===== src/rtl/io_rx_tx_server_if.sv =====
// Client-facing getc/putc bus of io_rx_tx_server.
// The server modport is the view seen from inside the block.
interface if_io;
   logic       getc_pop;
   logic       putc_push;
   logic [7:0] putc_char;
   logic       inbuf_full;
   logic       getc_en;
   logic [7:0] getc_char;
   logic       putc_push_done;

   modport server (
      input  getc_pop,
      input  putc_push,
      input  putc_char,
      output inbuf_full,
      output getc_en,
      output getc_char,
      output putc_push_done
   );
endinterface


===== src/rtl/io_rx_tx_server.sv =====
// UART byte server: receive FIFO with first-word fall-through getc, four-phase putc to the transmitter.
// Optional macro IO_RX_OVERRUN_EN adds a sticky rx_overrun flag for bytes dropped on a full FIFO.
module io_rx_tx_server #(
   parameter int DEPTH = 16
) (
   input  logic       clk,
   input  logic       rst_n,
   input  logic       rx_valid,
   input  logic [7:0] rx_char,
   input  logic       tx_ready,
   output logic       tx_start,
   output logic [7:0] tx_char,
`ifdef IO_RX_OVERRUN_EN
   output logic       rx_overrun,
`endif
   if_io.server       io
);

   localparam int AW = (DEPTH > 1) ? $clog2(DEPTH) : 1;
   localparam logic [AW:0] FULL_COUNT = (AW+1)'(DEPTH);

   typedef enum logic [1:0] {IDLE, SEND, DONE} tx_state_t;

   logic [7:0]    mem [DEPTH];
   logic [AW-1:0] wr_ptr;
   logic [AW-1:0] rd_ptr;
   logic [AW:0]   count;
   logic          empty;
   logic          full;
   logic          do_pop;
   logic          do_push;
   tx_state_t     state;

   assign empty   = (count == '0);
   assign full    = (count == FULL_COUNT);
   assign do_pop  = io.getc_pop && !empty;
   // A pop on a full FIFO frees the head slot, so the incoming byte may still be written.
   assign do_push = rx_valid && (!full || do_pop);

   always_ff @(posedge clk) begin
      if (!rst_n) begin
         wr_ptr <= '0;
         rd_ptr <= '0;
         count  <= '0;
      end else begin
         if (do_push) begin
            mem[wr_ptr] <= rx_char;
            wr_ptr      <= wr_ptr + AW'(1);
         end
         if (do_pop) begin
            rd_ptr <= rd_ptr + AW'(1);
         end
         case ({do_push, do_pop})
            2'b10:   count <= count + (AW+1)'(1);
            2'b01:   count <= count - (AW+1)'(1);
            default: count <= count;
         endcase
      end
   end

`ifdef IO_RX_OVERRUN_EN
   always_ff @(posedge clk) begin
      if (!rst_n) begin
         rx_overrun <= 1'b0;
      end else if (rx_valid && !do_push) begin
         rx_overrun <= 1'b1;
      end
   end
`endif

   always_ff @(posedge clk) begin
      if (!rst_n) begin
         state   <= IDLE;
         tx_char <= 8'h00;
      end else begin
         case (state)
            IDLE: begin
               if (io.putc_push) begin
                  tx_char <= io.putc_char;
                  state   <= SEND;
               end
            end
            SEND: begin
               if (tx_ready) begin
                  state <= DONE;
               end
            end
            DONE: begin
               if (!io.putc_push) begin
                  state <= IDLE;
               end
            end
            default: state <= IDLE;
         endcase
      end
   end

   // Outputs are masked by rst_n so a reset cycle never leaks a strobe or stale status.
   assign tx_start          = rst_n && (state == SEND) && tx_ready;
   assign io.putc_push_done = rst_n && (state == DONE);
   assign io.getc_en        = rst_n && !empty;
   assign io.inbuf_full     = rst_n && full;
   assign io.getc_char      = (rst_n && !empty) ? mem[rd_ptr] : 8'h00;

endmodule


===== src/flat_wrapper.sv =====
// flat-port wrapper written by rule: the top's interface ports become plain ports
module io_rx_tx_server_flat 
#(
   parameter int DEPTH = 16
)
  (clk, rst_n, rx_valid, rx_char, tx_ready, tx_start, tx_char, io_getc_pop, io_putc_push, io_putc_char, io_inbuf_full, io_getc_en, io_getc_char, io_putc_push_done);
  if_io io_i ();
  input  logic clk;
  input  logic rst_n;
  input  logic rx_valid;
  input  logic [7:0] rx_char;
  input  logic tx_ready;
  output logic tx_start;
  output logic [7:0] tx_char;
  input wire logic [$bits(io_i.getc_pop)-1:0] io_getc_pop;
  input wire logic [$bits(io_i.putc_push)-1:0] io_putc_push;
  input wire logic [$bits(io_i.putc_char)-1:0] io_putc_char;
  output wire logic [$bits(io_i.inbuf_full)-1:0] io_inbuf_full;
  output wire logic [$bits(io_i.getc_en)-1:0] io_getc_en;
  output wire logic [$bits(io_i.getc_char)-1:0] io_getc_char;
  output wire logic [$bits(io_i.putc_push_done)-1:0] io_putc_push_done;
  assign io_i.getc_pop = io_getc_pop;
  assign io_i.putc_push = io_putc_push;
  assign io_i.putc_char = io_putc_char;
  assign io_inbuf_full = io_i.inbuf_full;
  assign io_getc_en = io_i.getc_en;
  assign io_getc_char = io_i.getc_char;
  assign io_putc_push_done = io_i.putc_push_done;
  io_rx_tx_server #(.DEPTH(DEPTH)) u_core (.clk(clk), .rst_n(rst_n), .rx_valid(rx_valid), .rx_char(rx_char), .tx_ready(tx_ready), .tx_start(tx_start), .tx_char(tx_char), .io(io_i));
endmodule

===== config.mk =====
export PLATFORM = sky130hd
export DESIGN_NAME = io_rx_tx_server_flat
export DESIGN_NICKNAME = d
export VERILOG_FILES = /design/src/rtl/io_rx_tx_server_if.sv /design/src/rtl/io_rx_tx_server.sv /design/src/flat_wrapper.sv
export SDC_FILE = /design/constraint.sdc
export NUM_CORES = 1
export LEC_CHECK = 0
export BUFFER_PORTS_ARGS = -buffer_cell sky130_fd_sc_hd__buf_2
export CORE_MARGIN = 2
export CORE_UTILIZATION = 60
export DETAILED_ROUTE_END_ITERATION = 16
export PLACE_DENSITY_LB_ADDON = 0.05
export SLEW_MARGIN = 30
export SYNTH_ARGS = -nofsm -noshare
export SYNTH_HDL_FRONTEND = slang
export SYNTH_SLANG_ARGS = --single-unit

===== constraint.sdc =====
create_clock -name clk -period 3.62 [get_ports clk]
set_input_delay 0 -clock clk [delete_from_list [all_inputs] [get_ports clk]]
set_output_delay 0 -clock clk [all_outputs]
set_load 0.02 [all_outputs]

# == Word level (Yosys, flattened, before mapping) ==
# Memories as Yosys holds them, arrays and structs flattened. A register that Yosys moved wholly into a read port is not among the register bits.
# Cells that the tools add are included.
# W data, S select, Z words.
# totals
in_bits,22
word_cells,44
memories,1
mem_bits_rw,128
regBits,23
# mem_list
memory,depth,width,rd,rd_clocked_by_memory_dff,write_ports,line_no,source
u_core.mem,16,8,1,1,1,io_rx_tx_server.sv:24,logic [7:0] mem [DEPTH];
# op_classes
muxes,11
n_reduce_logical,15
add_sub_neg,4
eq_ne,8
# ops
operator,n
$pmux W5 S2,1
$add A4 B1 Y4 const B,2
$mux W4,2
$mux W8,1
$logic_and A1 B1 Y1,7
$mux W2,3
$ne A2 B2 Y1 const B,3
$pmux W2 S3,1
$add A5 B1 Y5 const B,1
$eq A5 B5 Y1 const B,1
$logic_not A5 Y1,1
$sub A5 B1 Y5 const B,1
$eq A2 B1 Y1 const B,2
$eq A2 B2 Y1 const B,2
$mux W1,3
$reduce_and A3 Y1,1
$logic_not A1 Y1,2
$logic_not A2 Y1,1
$reduce_and A2 Y1,1
$reduce_bool A2 Y1,1
$logic_or A1 B1 Y1,1

# == Depth between registers and ports, before layout ==
# logic_depth
word_depth,8
ltp_mapped,13
depth_no_buf,10

# == Least setup slack after synthesis ==
# OpenSTA, ideal clock, no wires.
# synth_timing
kind,reg-to-reg
startpoint,reg u_core.count[1]
endpoint,reg u_core.count[4]
setup_ps,128
slack_ps,694
path_buffers,4
period_less_slack_ps,2926
t_arrival_ps,2798
path_stages_with_launch,14
cell_sequence,dfxtp_1 buf_6 or4_4 buf_6 o21ai_4 buf_2 ha_1 clkbuf_1 xor2_1 ha_1 nor2b_1 o32ai_1 mux2i_1 nand4_1
# synth_between
elab_chain_len,7
elab_cells_between_ends,13
cone_classes,2 x add/sub; 3 x eq/ne; 1 x mux; 7 x reduce/logical
# synth_rtl
item,line_no,source
start: declaration,io_rx_tx_server.sv:27,logic [AW:0] count;
start signal: assignment,io_rx_tx_server.sv:54,2'b10: count <= count + (AW+1)'(1);
start signal: assignment,io_rx_tx_server.sv:55,2'b01: count <= count - (AW+1)'(1);
start signal: assignment,io_rx_tx_server.sv:56,default: count <= count;
$logic_not A5 Y1,io_rx_tx_server.sv:34,assign empty = (count == '0);
$logic_not A1 Y1,io_rx_tx_server.sv:36,assign do_pop = io.getc_pop && !empty;
$logic_and A1 B1 Y1,io_rx_tx_server.sv:36,
$logic_or A1 B1 Y1,io_rx_tx_server.sv:38,assign do_push = rx_valid && (!full || do_pop);
$logic_and A1 B1 Y1,io_rx_tx_server.sv:38,
$eq A2 B1 Y1 or $eq A2 B2 Y1 (tied branches),io_rx_tx_server.sv:53,"case ({do_push, do_pop})"
$pmux W5 S2 or $reduce_bool A2 Y1 (tied branches),--,
# Several ways; a longest one is shown, not always the timed one.
# A chain may end at the register's enable or synchronous reset.

# == Final worst setup path ==
# layout_timing
startpoint,reg u_core.count[1]
endpoint,reg u_core.count[4]
# layout_between
elab_chain_len,7
elab_cells_between_ends,13
cone_classes,2 x add/sub; 3 x eq/ne; 1 x mux; 7 x reduce/logical
# layout_rtl
item,line_no,source
$logic_not A5 Y1 (*),io_rx_tx_server.sv:34,
$logic_not A1 Y1 (*),io_rx_tx_server.sv:36,
$logic_and A1 B1 Y1 (*),io_rx_tx_server.sv:36,
net u_core.do_pop,io_rx_tx_server.sv:30,logic do_pop;
$logic_or A1 B1 Y1,io_rx_tx_server.sv:38,
$logic_and A1 B1 Y1,io_rx_tx_server.sv:38,
$eq A2 B1 Y1 or $eq A2 B2 Y1 (tied branches),io_rx_tx_server.sv:53,
$pmux W5 S2 or $reduce_bool A2 Y1 (tied branches),--,
# The timed path passes the listed nets; every way through them passes the cells marked *.

==> flow_metrics.tcl <==
set metrics [dict create \
    p_sw_uw 1220 \
    startpoint_type "flop" \
    worst_hold_startpoint "io_putc_char[2]" \
    synth_edf_count 128 \
    drc 0 \
    pin_count 42 \
    crit_start "u_core.count[1]" \
    clockPowerShare_pct 37.2 \
    clkLatencyLatePin_ps 520 \
    die-area_um2 11300 \
    worstPathArrival_ps 3250 \
    ys_types 36 \
    antenna_found_initial 0 \
    hold_viol 0 \
    dp_hpwl_um 7770 \
    cp.required_ps 4020 \
    end_kind "flop" \
    via_per_inst 5.85 \
    die_height_um 106 \
    wire_per_inst_um 20.7 \
    clock_sinks 155 \
    clkTransAtPathRegs_ps 60 \
    htree_levels 4 \
    fmax_mhz 351 \
    holdCritPathClass "input pin to flop" \
    async_flop_share_pct 0 \
    ys_ff_latch 155 \
    yosysWarningCount 0 \
    cts_buffers 17 \
    grt_pass1_vias 3594 \
    place_congestion 0.751 \
    postSynthCellCount 371 \
    ant_nets 0 \
    critical_path_class "flop to flop" \
    first_pass_iters 4 \
    leakagePower_uw 0.00260 \
    hold_path_depth 4 \
    worst_pin_slew_ps 907 \
    cts_tree "yes" \
    routed_wl_um 12400 \
    grt_pass1_wl_um 19300 \
    post_cts_resized 0 \
    nets 481 \
    place_ws_ps 794 \
    clock_path_buffers 2 \
    finalCriticalPeriod_ps 2850 \
    synthToLayoutAreaGrowth_pct 19.5 \
    p_sw_share_pct 26.9 \
    rsz0062_at_grt "false" \
    antenna_cells 0 \
    drive_gt1_share_pct 27.8 \
    synth-seq-area-share_pct 69.6 \
    drv_cap 0 \
    core_um2 10300 \
    die_w_um 106 \
    syn-cell-area_um2 6300 \
    setup_tns_ps 0 \
    crit_fanout 9 \
    syn_nets 401 \
    seq_power_share_pct 46.4 \
    synth_area_per_cell_um2 17.0 \
    fin_crit_sh_pct 78.8 \
    seq_area_um2 4390 \
    outcome "finished clean" \
    multiInputGateArea_um2 1780 \
    p_int_uw 3310 \
    vias 3511 \
    combPwrFrac_pct 16.3 \
    start_util_pct 61.3 \
    slew_headroom_pct 39.2 \
    drtIter0Drc 275 \
    port_buffers 41 \
    r2r_cells 10 \
    vdd_drop_max_v 0.000396 \
    power_density_nw_per_um2 602 \
    setup_viol 0 \
    root_buffer "clkbuf_8" \
    grt_overflow 0 \
    fill_cells 644 \
    skew_ps 6.29 \
    grt_max_degree 24 \
    num_rows 37 \
    track_usage_pct 23.8 \
    maxSlewViolCount 0 \
    synth-main-ff-cell "edfxtp_1" \
    worst_slack_ps 769 \
    regToRegStartpoint "u_core.count[1]" \
]
==> cells in the final DEF, fill, tap and decap left out, drive strengths merged, types with 11 or more instances in the layout <==
cell,count
inv,12
mux2i,28
nand2,14
nor2,18
dlygate4sd3,23
buf,60
nand2b,11
nor3,22
dfxtp,27
edfxtp,128
mux4,31
clkbuf,23
==> cell usage after synthesis (2+ instances only) <==
| cell type | count | area, µm² |
|---|---|---|
| buf_2 | 7 | 35.0 |
| o21ai_0 | 5 | 25.0 |
| nand2b_1 | 11 | 68.8 |
| nor3_1 | 22 | 110 |
| xor2_1 | 5 | 43.8 |
| mux4_2 | 31 | 698 |
| nor2b_1 | 2 | 12.5 |
| mux2_2 | 2 | 22.5 |
| clkbuf_1 | 8 | 30.0 |
| ha_1 | 8 | 100 |
| nand3_1 | 6 | 30.0 |
| a21oi_1 | 6 | 30.0 |
| o21ai_4 | 2 | 32.5 |
| nand2_1 | 14 | 52.6 |
| xnor2_1 | 2 | 17.5 |
| mux2i_1 | 28 | 280 |
| inv_1 | 7 | 26.3 |
| buf_6 | 3 | 33.8 |
| dfxtp_1 | 27 | 541 |
| nor2_1 | 18 | 67.6 |
| o22ai_1 | 7 | 43.8 |
| o21a_1 | 4 | 30.0 |
| or3_1 | 2 | 12.5 |
| buf_1 | 4 | 15.0 |
| edfxtp_1 | 128 | 3840 |
| o211ai_1 | 2 | 15.0 |
==> cell families after synthesis <==
family / Yosys count / synth area share [%]
DFF: 155 / 69.6
and+or+nand+nor: 80 / 6.26
muxes: 61 / 15.9
AOI/OAI and AO/OA: 31 / 3.42
buffers and inverters: 29 / 2.23
adders and majority gates: 8 / 1.59
xor gates and xnor gates: 7 / 0.974
==> repair_timing <==
item / 4_1_cts / 5_1_grt
hold buffers: 23 / 0
setup buffers: 0 / 0
hold endpoints to repair: 150 / 0
==> metal layers <==
| layer | GRT usage [%] | wire [µm] | share of wire (%) |
|---|---|---|---|
| met3 | 5.70 | 624 | 5.0 |
| met2 | 39.7 | 6240 | 50 |
| met4 | 8.53 | 257 | 2.1 |
| met1 | 31.0 | 5280 | 43 |
| met5 | 0 | 0 | 0 |
==> path summary, 6_finish.rpt <==
path	to	slack [ps]
setup / recovery	u_core.count[4]	770
hold / removal	u_core.tx_char[2]	240
setup reg to reg	u_core.count[4]	770
hold reg to reg	u_core.state[0]	470
==> worst max-delay path, stage by stage (launching register included) <==
cell and delay (ps):
dfxtp_1 390, or4_4 610, o21ai_4 210, inv_1 90
ha_1 300, xor2_1 190, ha_1 230, nor2b_1 140
o32ai_1 270, mux2i_1 220, nand4_1 90
==> flip-flops by register name (all words and copies together), names as in the netlist, named ones only <==
name and flops:
u_core.count 5, u_core.mem 128, u_core.rd_ptr 4, u_core.state 2
u_core.tx_char 8, u_core.wr_ptr 4
==> power by group through the flow <==
stage	registers (µW)	logic [µW]	clock network [µW]
floorplan	2080	594	0
global route	2110	814	1780
detailed placement	2140	722	0
finish	2100	739	1690
global placement	2130	703	0
CTS	2100	746	1720
==> cell type report <==
type,count,area share [%]
Clock buffer,23,6.79
Clock inverter,9,0.915
Inverter,7,0.349
Multi-Input combinational cell,187,23.7
Sequential cell,155,58.3
Tap cell,136,2.26
Timing Repair Buffer,83,7.69
==> metrics by stage <==
stage	total power, µW	hold slack, ps	std cells	area [µm²]	util [%]
6_report	4530	237	600	7520	73.2
5_1_grt	4710	244	600	7520	73.2
3_3_place_gp	2830	220	545	6710	65.3
4_1_cts	4570	220	600	7520	73.2
2_1_floorplan	2680	98.9	371	6300	-
3_5_place_dp	2860	240	545	6710	65.3
(Power assumes the default switching activity.)
